**config.mk**
```make
export PLATFORM = sky130hd
export DESIGN_NAME = imem_loader
export DESIGN_NICKNAME = d
export VERILOG_FILES = /design/src/rtl/imem_loader.sv
export SDC_FILE = /design/constraint.sdc
export NUM_CORES = 1
export LEC_CHECK = 0
export ABC_CLOCK_PERIOD_IN_PS = 2300
export BUFFER_PORTS_ARGS = -buffer_cell sky130_fd_sc_hd__buf_4
export CAP_MARGIN = 20
export CORE_MARGIN = 2
export CORE_UTILIZATION = 50
export CTS_BUF_LIST = sky130_fd_sc_hd__clkbuf_4 sky130_fd_sc_hd__clkbuf_8
export DETAILED_ROUTE_END_ITERATION = 7
export PLACE_DENSITY = 0.82
export SYNTH_ARGS = -nofsm -noshare
export SYNTH_HDL_FRONTEND = slang
export SYNTH_SLANG_ARGS = --single-unit
```
**constraint.sdc**
```tcl
create_clock -name clk -period 2.3 [get_ports clk]
set_clock_uncertainty 0.15 [all_clocks]
set_input_delay 0.575 -clock clk [delete_from_list [all_inputs] [get_ports clk]]
set_output_delay 0.575 -clock clk [all_outputs]
set_load 0.02 [all_outputs]
```
**src/rtl/imem_loader.sv**
```systemverilog
// Boot loader: streams a length / payload / checksum byte frame into instruction
// memory while holding the core, then reports done or an error code.
//
// state   | meaning
// S_IDLE  | after reset, nothing loaded, core not held
// S_LEN0  | waiting for length byte N[7:0]
// S_LEN1  | waiting for length byte N[15:8], then length check
// S_DATA  | collecting the 4 little-endian bytes of one word
// S_WRITE | one-cycle imem write of the assembled word
// S_CSUM  | waiting for the checksum byte
// S_DONE  | image loaded and verified, core released
// S_ERR   | load failed, core kept on hold
module imem_loader #(
  parameter int ADDR_W         = 10,
  parameter int MAX_WORDS      = 1024,
  parameter int TIMEOUT_CYCLES = 1000000
) (
  input  logic              clk,
  input  logic              rst_n,
  input  logic              start,
  input  logic              rx_valid,
  input  logic [7:0]        rx_data,
  output logic              rx_ready,
  output logic              imem_we,
  output logic [ADDR_W-1:0] imem_waddr,
  output logic [31:0]       imem_wdata,
  output logic              cpu_hold,
  output logic              done,
  output logic              error,
  output logic [1:0]        err_code,
  output logic [ADDR_W:0]   words_loaded
);

  localparam int TW = $clog2(TIMEOUT_CYCLES) + 1;
  localparam logic [TW-1:0] IDLE_LAST = TW'(TIMEOUT_CYCLES - 1);
  localparam logic [16:0]   MAX_LEN   = 17'(MAX_WORDS);

  typedef enum logic [2:0] {
    S_IDLE, S_LEN0, S_LEN1, S_DATA, S_WRITE, S_CSUM, S_DONE, S_ERR
  } state_t;

  state_t            state_q, state_d;
  logic [15:0]       len_q, len_d;
  logic [31:0]       word_q, word_d;
  logic [1:0]        byte_cnt_q, byte_cnt_d;
  logic [7:0]        csum_q, csum_d;
  logic [TW-1:0]     idle_q, idle_d;
  logic [ADDR_W:0]   words_q, words_d;
  logic              rx_ready_q, rx_ready_d;
  logic              cpu_hold_q, cpu_hold_d;
  logic              done_q, done_d;
  logic              error_q, error_d;
  logic [1:0]        err_code_q, err_code_d;
  logic              accept;
  logic              waiting;
  logic [15:0]       len_rx;
  logic [ADDR_W:0]   words_inc;

  always_comb begin
    state_d    = state_q;
    len_d      = len_q;
    word_d     = word_q;
    byte_cnt_d = byte_cnt_q;
    csum_d     = csum_q;
    idle_d     = idle_q;
    words_d    = words_q;
    err_code_d = err_code_q;
    accept     = rx_valid && rx_ready_q;
    len_rx     = {rx_data, len_q[7:0]};
    words_inc  = words_q + 1'b1;
    waiting    = state_q inside {S_LEN0, S_LEN1, S_DATA, S_CSUM};

    case (state_q)
      S_IDLE, S_DONE, S_ERR: begin
        if (start) begin
          state_d    = S_LEN0;
          err_code_d = 2'b00;
          words_d    = '0;
          csum_d     = '0;
          byte_cnt_d = '0;
          idle_d     = '0;
        end
      end
      S_LEN0: begin
        if (accept) begin
          len_d[7:0] = rx_data;
          state_d    = S_LEN1;
        end
      end
      S_LEN1: begin
        if (accept) begin
          len_d[15:8] = rx_data;
          if (len_rx == 16'd0 || {1'b0, len_rx} > MAX_LEN) begin
            state_d    = S_ERR;
            err_code_d = 2'b01;
          end else begin
            state_d = S_DATA;
          end
        end
      end
      S_DATA: begin
        if (accept) begin
          word_d[{byte_cnt_q, 3'b000} +: 8] = rx_data;
          csum_d     = csum_q + rx_data;
          byte_cnt_d = byte_cnt_q + 1'b1;
          if (byte_cnt_q == 2'd3) state_d = S_WRITE;
        end
      end
      S_WRITE: begin
        words_d = words_inc;
        state_d = (16'(words_inc) == len_q) ? S_CSUM : S_DATA;
      end
      S_CSUM: begin
        if (accept) begin
          if (rx_data == csum_q) begin
            state_d = S_DONE;
          end else begin
            state_d    = S_ERR;
            err_code_d = 2'b10;
          end
        end
      end
      default: state_d = S_IDLE;
    endcase

    // byte-gap watchdog; an accepted byte always wins over expiry
    if (waiting) begin
      if (accept) begin
        idle_d = '0;
      end else if (idle_q == IDLE_LAST) begin
        state_d    = S_ERR;
        err_code_d = 2'b11;
      end else begin
        idle_d = idle_q + 1'b1;
      end
    end

    rx_ready_d = state_d inside {S_LEN0, S_LEN1, S_DATA, S_CSUM};
    cpu_hold_d = !(state_d inside {S_IDLE, S_DONE});
    done_d     = (state_d == S_DONE);
    error_d    = (state_d == S_ERR);
  end

  always_ff @(posedge clk) begin
    if (!rst_n) begin
      state_q    <= S_IDLE;
      len_q      <= '0;
      word_q     <= '0;
      byte_cnt_q <= '0;
      csum_q     <= '0;
      idle_q     <= '0;
      words_q    <= '0;
      rx_ready_q <= 1'b0;
      cpu_hold_q <= 1'b0;
      done_q     <= 1'b0;
      error_q    <= 1'b0;
      err_code_q <= 2'b00;
    end else begin
      state_q    <= state_d;
      len_q      <= len_d;
      word_q     <= word_d;
      byte_cnt_q <= byte_cnt_d;
      csum_q     <= csum_d;
      idle_q     <= idle_d;
      words_q    <= words_d;
      rx_ready_q <= rx_ready_d;
      cpu_hold_q <= cpu_hold_d;
      done_q     <= done_d;
      error_q    <= error_d;
      err_code_q <= err_code_d;
    end
  end

  assign imem_we      = (state_q == S_WRITE);
  assign imem_waddr   = imem_we ? words_q[ADDR_W-1:0] : '0;
  assign imem_wdata   = imem_we ? word_q : '0;
  assign rx_ready     = rx_ready_q;
  assign cpu_hold     = cpu_hold_q;
  assign done         = done_q;
  assign error        = error_q;
  assign err_code     = err_code_q;
  assign words_loaded = words_q;

endmodule

```
-- Word level (Yosys, flattened, before mapping)
Cells that the tools add are included.
- bits of input ports: 12
- memories: 0
- bits in writable memories: 0
- bits in read-only memories: 0
- logic and storage cells: 95
- latch bits: 0
- output and inout bits: 60
- register bits after elaboration: 99
- shifts and indexed selects: 2
- order comparisons: 1
- equality and inequality tests: 19
- $mul: 0
- $add $sub $neg: 5
- reduce and logical (&&, ||, !) cells: 17
- mux-type cells: 38
- bitwise gates (word level): 0
- divide/modulo/power cells: 0
- operator list (kind ; number):
    $mux 21 ; 5
    $mux 3 ; 11
    $bwmux 32 ; 1
    $mux 32 ; 1
    $shift 8x7->32 const A ; 1
    $shiftx 8x7->32 ; 1
    $pmux 11 s2 ; 1
    $add 21x1->21 const B ; 1
    $eq 21x20->1 const B ; 1
    $eq 3x3->1 const B ; 7
    $mux 2 ; 10
    $pmux 3 s6 ; 1
    $eq 11x16->1 ; 1
    $gt 16x11->1 const B ; 1
    $logic_not 16->1 ; 1
    $mux 8 ; 2
    $pmux 8 s2 ; 1
    $eq 3x2->1 const B ; 4
    $add 11x1->11 const B ; 1
    $mux 11 ; 1
    $mux 10 ; 1
    $add 8x8->8 ; 1
    $eq 8x8->1 ; 1
    $reduce_and 2->1 ; 4
    other kinds (16) ; 22

-- Longest topological paths before layout
- depth in word-level cells: 11
- mapped depth: 9
- depth with buffers taken out: 8

-- Worst setup path after synthesis
Ideal clock, no wire load.
- path type: register -> register
- from: register words_q[0], in the netlist words_loaded[0]
- to: register state_q[1]
- period minus slack after synthesis: 2.471 ns
- cell stages (with the launch flop): 8
- buffers on the path: 0
- library setup time: 0.122 ns
- path slack: -0.171 ns
- arrival: 2.199 ns
- cell sequence: dfxtp_1 ha_1 nand3_1 nor3_1 xnor2_1 nand2_1 a2111o_1 o311a_1
- longest elaborated chain between the ends: 7
- ends and longest elaborated chain (what ; line ; text):
    start, declared ; 48 ; logic [ADDR_W:0] words_q, words_d;
    start signal, assigned ; 165 ; words_q <= words_d;
    $add 11x1->11 (*) ; 70 ; words_inc = words_q + 1'b1;
    $eq 11x16->1 (*) ; 111 ; state_d = (16'(words_inc) == len_q) ? S_CSUM : S_DATA;
    $mux 3 (*) ; 111 ;
    $pmux 3 s6 (*) ; 73 ; case (state_q)
    $mux 3 ; 130 ; end else if (idle_q == IDLE_LAST) begin
    $mux 3 ; 128 ; if (accept) begin
    $mux 3 (*) ; 127 ; if (waiting) begin
    end signal, assigned ; 159 ; state_q <= state_d;
    end, declared ; 42 ; state_t state_q, state_d;
Mark *: on every way between the ends. The rest lies on a longest branch, timed or not.
A chain may end at the register's enable or synchronous reset.

-- Final worst setup path
- from: register state_q[2]
- to: output imem_wdata[15]
- longest elaborated chain between the ends: 2
- ends and longest elaborated chain (what ; line ; text):
    $eq 3x3->1 ; 174 ; assign imem_we = (state_q == S_WRITE);
    $mux 32 ; 176 ; assign imem_wdata = imem_we ? word_q : '0;
    end, declared ; 26 ; output logic [31:0] imem_wdata,
Every way passes these cells.

==> summary.md <==
| Metric | Value |
|---|---|
| Total track usage | `27.2%` |
| Antenna Nets Post-Route | `0` |
| Pre-antenna DRT Iters | `5` |
| Crit end category | `output pin` |
| # diodes | `0` |
| Flop and latch count out of synthesis | `99` |
| Nets | `831` |
| Final setup margin | `0.0600 ns` |
| Pins over their slew limit | `0` |
| # DRC | `0` |
| Worst Setup SP | `state_q[2]$_SDFF_PN0_` |
| Commonest non-fill, non-tap cell in the layout | `buf_4` |
| Placed cell count | `930` |
| Clock sink count | `99` |
| Post-DP HPWL | `11200 µm` |
| Netlist Area Pre-Place | `0.00542 mm²` |
| Startpoint types | `register` |
| Post-place setup slack | `-0.284 ns` |
| Crit path max fanout | `41` |
| Wire per inst | `16.7 µm` |
| Die area | `0.0117 mm²` |
| Share of layout cells above drive strength 1 | `24.4%` |
| Clk slew on worst S/H paths | `0.10 ns` |
| Vias | `5743` |
| Total wire length | `15900 µm` |
| Number of CTS-inserted buffers | `9` |
| Syn_nets | `721` |
| CTS tree | `yes` |
| Port buffer count | `71` |
| Result of the run | `finished clean` |
| Maximum vdd drop | `0.000384 V` |
| Cts hold-fix bufs | `0` |
| Most frequent cells in the layout | `buf_4 (142), dfxtp_1 (93), nand2_1 (85)` |
| Remaining Overflow, GRT | `0` |
| Multi-input logic area | `0.00328 mm²` |
| Register area share after synthesis | `36.6%` |
| Initial Util | `50.7%` |
| Relative slew slack | `64.4%` |
| Synth cell types | `68` |
| Die H | `108 µm` |
| GPL Wtd Cong | `0.966` |
| Asr flop ratio synth | `0%` |
| Post-Syn Instances | `693` |
| Register Area | `0.00199 mm²` |
| Antenna violations before repair | `0` |
| Final hold violation count | `0` |
| CP required | `1.57 ns` |
| I/O pin count | `72` |
| Post-route clock period utilization | `97.4%` |
| Final setup viols | `0` |
| DRT iter0 DRCs | `383` |
| Tmin final | `2.24 ns` |
| Crit path DAT | `1.52 ns` |
| Max Fclk | `0.446 GHz` |
| H-tree depth | `3` |
| Setup CP Type | `reg -> out` |
| Hold WC Path Type | `reg -> reg` |
| Vias in the first global route | `5312` |
| Synth Flop Type | `dfxtp_1` |
| Hold path start | `word_q[3]$_SDFFE_PN0P_` |
| P&R area growth vs syn | `25.6%` |
| CTS root buf | `clkbuf_8` |
| Worst r2r src | `idle_q[7]$_SDFF_PN0_` |
| EDFF count, synth | `0` |
| Die X | `108 µm` |
| Final std cells w/o fill | `948` |
| Cell Pwr Density | `469 mW/mm²` |
| Placeable Area | `0.0107 mm²` |
| Worst-skew pair later-pin latency | `0.38 ns` |
| Slew @ Worst Pin | `0.533 ns` |
| Via density | `6.06` |
| Maximum clock path buffer count | `2` |
| Filler Cells Inserted | `897` |
| Maxcap violations | `0` |
| Setup TNS | `0 ns` |
| P_leak | `2.84 nW` |
| RSZ-0062 raised after global routing | `yes` |
| First-pass GRT wire length | `25200 µm` |
| Mean Syn Cell Area | `7.82 µm²` |
| Yosys warns | `0` |
| Slack of the worst reg-to-reg path | `0.07 ns` |
| Num rows | `38` |
| Final Power | `3.19 mW` |
| Largest net degree at the start of global routing | `47` |
where the power goes:
group          internal, mW  leakage (nW)  switching [mW]
combinational         0.139          1.95           0.234
clock                 0.461        0.0918           0.618
sequential             1.73         0.802          0.0133
metrics by stage:
step / util (%) / hold WS, ns / instance area, µm²
after floorplan: - / 0.277 / 5430
after global placement: 61.2 / 0.286 / 6550
after detailed placement: 61.2 / 0.292 / 6550
after CTS: 62.9 / 0.305 / 6730
after global routing: 63.7 / 0.334 / 6810
final: 63.7 / 0.307 / 6810
worst paths after layout:
kind	endpoint	cells past startpoint
min reg2reg	word_q[3]$_SDFFE_PN0P_	2
min	word_q[3]$_SDFFE_PN0P_	2
max reg2reg	rx_ready$_SDFF_PN0_	7
max	imem_wdata[15]	3
worst max-delay path, stage by stage, from the launching register on:
cell     delay (ns)
dfxtp_1        0.40
buf_4          0.35
and3_1         0.23
buf_4          0.14
area by class of cell:
| class | instances | share of cell area, % |
|---|---|---|
| Clock inverter | 4 | 0.367 |
| Multi-Input combinational cell | 534 | 48.1 |
| Timing Repair Buffer | 146 | 16.7 |
| Clock buffer | 12 | 2.33 |
| Tap cell | 140 | 2.57 |
| Sequential cell | 99 | 29.2 |
| Inverter | 13 | 0.717 |
what timing repair did:
item / 4_1_cts / 5_1_grt
buffers inserted: 0 / 2
endpoints found under the setup margin: 0 / 43
gates resized for setup: 0 / 16
cells by family after synthesis:
group | synth area share [%]
compound gates | 17.3
xor+xnor | 3.55
fa+ha+maj | 4.02
buf+inv | 4.22
flops | 36.6
mux | 1.66
simple gates | 32.6
cells in the mapped netlist, types with 6 or more instances:
cell | instances | area share, %
nand2b_1 | 6 | 0.69
xnor2_1 | 11 | 1.8
dfxtp_1 | 99 | 37
inv_1 | 13 | 0.90
nand3_1 | 27 | 2.5
nor3_1 | 14 | 1.3
clkbuf_1 | 41 | 2.8
o21ai_0 | 28 | 2.6
nand4_1 | 46 | 5.3
ha_1 | 15 | 3.5
nor2_1 | 48 | 3.3
nor4_1 | 6 | 0.69
a31oi_1 | 8 | 0.92
xor2_1 | 11 | 1.8
a21oi_1 | 79 | 7.3
nand2_1 | 85 | 5.9
or3_1 | 8 | 0.92
and3_1 | 51 | 5.9
mux2i_1 | 9 | 1.7
flip-flops by register name (all words and copies together), names as in the netlist:
name	count
err_code	2
byte_cnt_q	2
words_loaded	11
csum_q	8
state_q	3
len_q	16
idle_q	21
error	1
word_q	32
done	1
rx_ready	1
cpu_hold	1
layer usage:
layer | GRT usage, % | part of all wire (%) | vias up
li1 | - | - | 2737
met1 | 35.6 | 43 | 2724
met2 | 44.2 | 47 | 246
met3 | 5.12 | 7.2 | 36
met4 | 10.9 | 2.5 | 0
met5 | 0 | 0 | -
(Power assumes the default switching activity.)
